## src/rtl/axi4_lite_pixel_reader.sv

```systemverilog
// AXI4-lite read initiator: fetches a frame one beat at a time and unpacks each
// returned word LSB-first into a valid/ready byte stream.
module axi4_lite_pixel_reader #(
  parameter int         LEN_W          = 20,
  parameter int         BYTES_PER_BEAT = 4,
  parameter bit         FIXED_ADDR     = 1'b0,
  parameter logic [2:0] ARPROT         = 3'b000
) (
  input  logic             clk,
  input  logic             reset,
  input  logic             start,
  input  logic [31:0]      base_addr,
  input  logic [LEN_W-1:0] beat_count,
  output logic             busy,
  output logic             done,
  output logic             m_axi_arvalid,
  input  logic             m_axi_arready,
  output logic [31:0]      m_axi_araddr,
  output logic [2:0]       m_axi_arprot,
  input  logic             m_axi_rvalid,
  output logic             m_axi_rready,
  input  logic [31:0]      m_axi_rdata,
  output logic             pix_valid,
  input  logic             pix_ready,
  output logic [7:0]       pix_data,
  output logic             pix_last
);

  typedef enum logic [1:0] {AR_IDLE, AR_WAIT, R_WAIT} ar_state_t;

  localparam logic [1:0] LAST_IDX = 2'(BYTES_PER_BEAT - 1);

  ar_state_t        state_q, state_d;
  logic [31:0]      addr_q;
  logic [LEN_W-1:0] remaining_q;
  logic             busy_q, done_q;
  logic [31:0]      word_p0;
  logic [1:0]       idx_p0;
  logic             vld_p0;
  logic             last_beat_p0;
  logic             start_ok, ar_fire, r_fire, pix_fire, last_byte;
  logic             unused_addr_bits;

  assign unused_addr_bits = ^base_addr[1:0];

  assign start_ok  = start && !busy_q;
  assign last_byte = (idx_p0 == LAST_IDX);
  assign pix_fire  = vld_p0 && pix_ready;
  assign ar_fire   = m_axi_arvalid && m_axi_arready;
  assign r_fire    = m_axi_rvalid && m_axi_rready;

  always_ff @(posedge clk) begin
    if (reset) state_q <= AR_IDLE;
    else       state_q <= state_d;
  end

  // AR_IDLE raises arvalid straight from registered state so the first address
  // appears the cycle after start and back-to-back beats need no idle bubble.
  always_comb begin
    state_d       = state_q;
    m_axi_arvalid = 1'b0;
    m_axi_rready  = 1'b0;
    unique case (state_q)
      AR_IDLE: begin
        if (busy_q && (remaining_q != '0)) begin
          m_axi_arvalid = 1'b1;
          state_d       = m_axi_arready ? R_WAIT : AR_WAIT;
        end
      end
      AR_WAIT: begin
        m_axi_arvalid = 1'b1;
        if (m_axi_arready) state_d = R_WAIT;
      end
      R_WAIT: begin
        m_axi_rready = !vld_p0 || (last_byte && pix_fire);
        if (m_axi_rvalid && m_axi_rready) state_d = AR_IDLE;
      end
      default: state_d = AR_IDLE;
    endcase
  end

  always_ff @(posedge clk) begin
    if (reset) begin
      busy_q      <= 1'b0;
      done_q      <= 1'b0;
      addr_q      <= '0;
      remaining_q <= '0;
    end else begin
      done_q <= 1'b0;
      if (start_ok) begin
        if (beat_count == '0) begin
          done_q <= 1'b1;
        end else begin
          busy_q      <= 1'b1;
          addr_q      <= {base_addr[31:2], 2'b00};
          remaining_q <= beat_count;
        end
      end
      if (ar_fire) begin
        remaining_q <= remaining_q - LEN_W'(1);
        if (!FIXED_ADDR) addr_q <= addr_q + 32'd4;
      end
      if (pix_fire && last_byte && last_beat_p0) begin
        busy_q <= 1'b0;
        done_q <= 1'b1;
      end
    end
  end

  // ---- stage p0: word buffer and byte unpack ----
  // A refill on the same edge as the final-byte handshake overrides the free.
  always_ff @(posedge clk) begin
    if (reset) begin
      word_p0      <= '0;
      idx_p0       <= '0;
      vld_p0       <= 1'b0;
      last_beat_p0 <= 1'b0;
    end else if (r_fire) begin
      word_p0      <= m_axi_rdata;
      idx_p0       <= '0;
      vld_p0       <= 1'b1;
      last_beat_p0 <= (remaining_q == '0);
    end else if (pix_fire) begin
      if (last_byte) begin
        vld_p0 <= 1'b0;
        idx_p0 <= '0;
      end else begin
        idx_p0 <= idx_p0 + 2'd1;
      end
    end
  end

  assign pix_valid    = vld_p0;
  assign pix_data     = word_p0[{idx_p0, 3'b000} +: 8];
  assign pix_last     = vld_p0 && last_byte && last_beat_p0;
  assign busy         = busy_q;
  assign done         = done_q;
  assign m_axi_araddr = addr_q;
  assign m_axi_arprot = ARPROT;

endmodule

```

## config.mk

```make
export PLATFORM = sky130hd
export DESIGN_NAME = axi4_lite_pixel_reader
export DESIGN_NICKNAME = d
export VERILOG_FILES = /design/src/rtl/axi4_lite_pixel_reader.sv
export SDC_FILE = /design/constraint.sdc
export NUM_CORES = 1
export LEC_CHECK = 0
export ABC_AREA = 0
export CORE_MARGIN = 2
export CORE_UTILIZATION = 45
export CTS_BUF_LIST = sky130_fd_sc_hd__clkbuf_2 sky130_fd_sc_hd__clkbuf_4 sky130_fd_sc_hd__clkbuf_8
export DETAILED_ROUTE_END_ITERATION = 12
export HOLD_SLACK_MARGIN = 0.15
export PLACE_DENSITY = 0.83
export SYNTH_ARGS = -nofsm -noshare
export SYNTH_HDL_FRONTEND = slang
export SYNTH_SLANG_ARGS = --single-unit
```

## constraint.sdc

```tcl
create_clock -name clk -period 2.31 [get_ports clk]
set_input_delay 0.462 -clock clk [delete_from_list [all_inputs] [get_ports clk]]
set_output_delay 0.462 -clock clk [all_outputs]
set_load 0.005 [all_outputs]
```

-- Word level (Yosys, flattened, before mapping)
Cells that the tools add are included.
- register bits: 92
- latch bits: 0
- RAM bits: 0
- memory bits (read-only): 0
- memories: 0
- add/subtract/negate cells: 3
- multipliers: 0
- divide/modulo/power cells: 0
- $lt $le $gt $ge: 0
- equality and inequality tests: 7
- shift-type cells: 1
- muxes and demuxes: 21
- bitwise logic cells: 1
- reductions and logical operators: 26
- operators with widths (operator ; number):
    32-bit 2-to-1 mux ; 3
    20-bit 2-to-1 mux ; 3
    20-bit zero test ; 2
    32-bit by 3-bit adder with 32-bit output, second input constant ; 1
    32-bit by 6-bit variable part select with 8-bit output ; 1
    20-bit nonzero test ; 1
    20-bit by 1-bit subtractor with 20-bit output, second input constant ; 1
    1-bit logical AND ; 10
    2-bit 2-to-1 mux ; 5
    1-bit 2-to-1 mux ; 8
    2-bit != test, second input constant ; 4
    2-bit one-hot mux with 3 select lines ; 1
    2-bit AND reduction ; 3
    2-bit nonzero test ; 3
    2-bit equality test, second input constant ; 2
    2-bit OR reduction ; 2
    3-bit AND reduction ; 1
    2-bit by 1-bit adder with 2-bit output, second input constant ; 1
    2-bit by 1-bit equality test with 1-bit output, second input constant ; 1
    1-bit zero test ; 2
    2-bit zero test ; 1
    1-bit one-hot mux with 2 select lines ; 1
    1-bit logical OR ; 1
    1-bit NOT ; 1

-- Logic depth before layout (Yosys ltp)
- word-level depth: 7
- mapped depth: 10
- gate-level depth less buffers: 8

-- Least setup slack after synthesis
OpenSTA, ideal clock, no wires.
- path kind: register -> register
- start: reg remaining_q[0]
- end: reg addr_q[23], in the netlist m_axi_araddr[23]
- setup time: 74 ps
- arrival: 1904 ps
- data required time: 2236 ps
- setup slack: 332 ps
- stages on the path, launching flop included: 10
- path buffers: 1
- period minus slack after synthesis: 1978 ps
- path through: dfxtp_1 > inv_1 > ha_1 > nor3b_1 > nand4b_1 > o21ai_1 > buf_4 > or2_2 > or3_1 > a31oi_1
- longest elaborated chain between the ends: 7
- elaborated cells between the ends (all ways): 9
- ends and longest elaborated chain (element ; line ; RTL):
    start, declared ; 35 ; logic [LEN_W-1:0] remaining_q;
    start signal, assigned ; 96 ; remaining_q <= beat_count;
    start signal, assigned ; 100 ; remaining_q <= remaining_q - LEN_W'(1);
    20-bit nonzero test (*) ; 65 ; if (busy_q && (remaining_q != '0)) begin
    1-bit logical AND (*) ; 65 ;
    1-bit 2-to-1 mux (*) ; 65 ;
    1-bit one-hot mux with 2 select lines (*) ; 63 ; unique case (state_q)
    1-bit logical AND (*) ; 49 ; assign ar_fire = m_axi_arvalid && m_axi_arready;
    2-bit != test (no line) / 2-bit nonzero test (equally long branches) ; -- ;
    2-bit AND reduction (no line) ; -- ;
    end signal, assigned ; 95 ; addr_q <= {base_addr[31:2], 2'b00};
    end signal, assigned ; 101 ; if (!FIXED_ADDR) addr_q <= addr_q + 32'd4;
    end, declared ; 34 ; logic [31:0] addr_q;
Every way passes the cells marked *; elsewhere a longest branch is shown, timed or not.
A chain may end at the register's enable or synchronous reset.

-- Final worst setup path
- start: in pix_ready
- end: out m_axi_rready
- longest elaborated chain between the ends: 4
- ends and longest elaborated chain (element ; line ; RTL):
    start, declared ; 24 ; input logic pix_ready,
    1-bit logical AND ; 48 ; assign pix_fire = vld_p0 && pix_ready;
    1-bit logical AND ; 75 ; m_axi_rready = !vld_p0 || (last_byte && pix_fire);
    1-bit logical OR ; 75 ;
    1-bit 2-to-1 mux ; 63 ;
    end, declared ; 21 ; output logic m_axi_rready,
Every way passes these cells.

==> metrics <==
outcome=complete, no violations; post-synthesis async set-or-reset flop share=0%; die boundary width=105.3 um; LEAKAGE=0.002472 uW; number of buffers inserted during clock tree synthesis=9; most frequent cell on the critical path=clkdlybuf4s50_1; fraction of the yosys area taken by sequential cells=39.02%; antenna violations before repair=0; # placed instances=867; critical path data required time=1.85 ns; Rows=36; final critical delay including setup and external delays=2.264 ns; Worst R2R Path Depth=11; type of origin of the critical path=primary input; Clock Path Buffers=2; via count of the routed design=5213; DP Wirelength=10300 um; Synth Cell Area=4617 um2; number of global-route vias before repair=4873; arrival time of data at the critical path endpoint=1.80 ns; final critical-path setup slack=0.04587 ns; worst slack, placed=-0.2667 ns; Post-synth top flop=dfxtp_1; buffer type at the clock tree root=clkbuf_8; Post-Syn Instances=580; CP Capture Type=output pin; largest net degree at the start of global routing=42; initial core utilization=46.80%; timing-limited maximum frequency=0.4417 GHz; largest driver fanout on the critical path=3; number of unique standard cell types used by synthesis=51; count of warnings emitted by yosys=0; critical path start-end classification=in -> out; transition time at the pin with the least slew margin=0.8484 ns; number of antenna cells inserted=0; wirelength, routed=14400 um; average instance area after synthesis=7.960 um2; pwr/cell area=573.5 nW/um2; clock latency on the worst-skew pair=0.37 ns; area overhead of the layout relative to synthesis=46.42%; clock transition at the registers of the reported paths=0.09 ns; Min Hold Slack=0.4601 ns; Clock Skew=0.01132 ns; total non-filler cell area in the finished layout=6760 um2; Max-Cap Viols=0; count of final hold-check violations=0; area of the core=9864 um2; most used cells in the layout excluding fill and tap cells=clkdlybuf4s50_1 (121), nand2_1 (94), a21oi_1 (91), dfxtp_1 (88), buf_4 (55); maximum single-stage delay on the critical path=0.53 ns; commonest non-fill, non-tap cell in the layout=clkdlybuf4s50_1; Seq cells post-synth=90; share of cells above drive strength 1=15.30%; DRC=0; top-level port count=139; highest ir drop seen on vdd=0.3499 mV; average wire length per cell after detail routing=16.16 um; number of enable-type register cells in the synthesized netlist=0; total global routing track utilization=25.13%; final count of pins violating max slew=0; CP max-delay cell=clkdlybuf4s50_1; net count reported at finish=846; Starting DRT DRC Count=326; clock tree from TritonCTS=yes; share of the clock period used by the worst path=98.01%; placement-stage cell area=6427 um2; number of nets with antenna violations after routing=0; Num Clock Sinks=90; Cells on Worst Hold Path=2; final-report setup violation count=0; worst min path class=reg -> reg; total overflow reported by the global router=0; worst-case headroom to the max-slew limit=43.44%; CTS HTree Levels=3; First-pass DRT Iterations=5; die height=105.3 um; die area=11090 um2; wire length of the first global-routing pass=22920 um; number of hold buffers added after CTS=0; # port buffers=131; final non-filler cell total=891; GP Congestion=0.8980; average vias per placed instance=5.851; CP Cell Sequence=clkdlybuf4s50_1, nand2_1, a21oi_2, clkdlybuf4s50_1
final cells by class:
cell class | instances | area, um2
Fill cell | 805 | 3104
Timing Repair Buffer | 200 | 1956
Tap cell | 133 | 166.4
Clock buffer | 9 | 123.9
Multi-Input combinational cell | 443 | 2603
Sequential cell | 90 | 1807
Inverter | 9 | 33.78
Clock inverter | 7 | 71.32
worst paths after layout:
kind / slack, ns / endpoint / from
setup / recovery: 0.05 / m_axi_rready / pix_ready
hold / removal: 0.46 / word_p0[27] / word_p0[27]
setup reg to reg: 0.10 / remaining_q[18] / remaining_q[1]
hold reg to reg: 0.46 / word_p0[27] / word_p0[27]
worst max-delay path: cells and delay by family:
family,cells,cell delay (ns)
AND/OR/NAND/NOR,1,0.10
AO/OA/AOI/OAI,1,0.19
buffers and inverters,2,1.04
sequential cells by signal (all words and copies together), names as in the netlist:
signal and flops:
word_p0 32, m_axi_araddr 30, remaining_q 20, idx_p0 2, state_q 2, busy 1
done 1, last_beat_p0 1, pix_valid 1
power breakdown:
group	internal, uW	switching, uW	total (uW)
combinational	567	494	1060
clock	421	649	1070
sequential	1640	103	1750
stage by stage:
stage	util (%)	total power (uW)	TNS, ns
finish	68.53	3877	0
CTS	67.26	3830	0
floorplan	-	2247	0
global placement	65.16	2741	-9.501
detailed placement	65.16	2764	-8.590
global route	68.53	4060	-0.01212
cell usage after synthesis, types with 2 or more instances:
| master | instances | share of area [%] |
|---|---|---|
| clkbuf_1 | 17 | 1.4 |
| o311ai_1 | 6 | 1.1 |
| mux4_2 | 8 | 3.9 |
| buf_4 | 10 | 1.6 |
| nand3_1 | 35 | 3.8 |
| and3_1 | 7 | 0.95 |
| nand4b_1 | 3 | 0.57 |
| or4_1 | 2 | 0.33 |
| nor4b_1 | 2 | 0.38 |
| and4_1 | 2 | 0.38 |
| a31oi_1 | 16 | 2.2 |
| a2bb2oi_1 | 9 | 1.7 |
| buf_1 | 2 | 0.16 |
| nor2b_1 | 3 | 0.41 |
| nand4_1 | 11 | 1.5 |
| ha_1 | 3 | 0.81 |
| nor3_1 | 14 | 1.5 |
| a32oi_1 | 4 | 0.76 |
| o311ai_0 | 2 | 0.38 |
| o21ai_0 | 3 | 0.33 |
| nand2_1 | 94 | 7.6 |
| o21a_1 | 3 | 0.49 |
| a221oi_1 | 2 | 0.38 |
| buf_6 | 6 | 1.5 |
| mux2i_1 | 3 | 0.65 |
| o211ai_1 | 7 | 1.1 |
| inv_1 | 9 | 0.73 |
| a21o_1 | 3 | 0.49 |
| a22oi_1 | 7 | 1.1 |
| a21oi_1 | 92 | 10 |
| or3_1 | 7 | 0.95 |
| nor4_1 | 13 | 1.8 |
| nor3b_1 | 3 | 0.49 |
| buf_2 | 7 | 0.76 |
| dfxtp_1 | 90 | 39 |
| and2_1 | 6 | 0.81 |
| nor2_1 | 36 | 2.9 |
| o21ai_1 | 20 | 2.2 |
cell families after synthesis:
logic type,Yosys count,synth area share [%]
other,1,0.08122
AOI/OAI and AO/OA,178,23.06
muxes,12,4.797
DFF,90,39.02
and+or+nand+nor,245,26.10
adders and majority gates,3,0.8131
buffers and inverters,51,6.124
per-layer routing:
layer / vias to the layer above / global-route usage (%) / share of wire (%)
met2: 238 / 41.38 / 49
met1: 2447 / 32.17 / 41
met3: 47 / 3.772 / 6.1
met4: 0 / 12.19 / 3.5
met5: - / 0 / 0
li1: 2481 / - / -
what timing repair did:
action,4_1_cts,5_1_grt
setup endpoints to repair,25,43
setup buffers,2,4
cloned,0,2
gates resized for setup,14,16
pin swaps,2,3
hold endpoints to repair,0,0
Note: power is estimated with default switching activity, not from simulation.
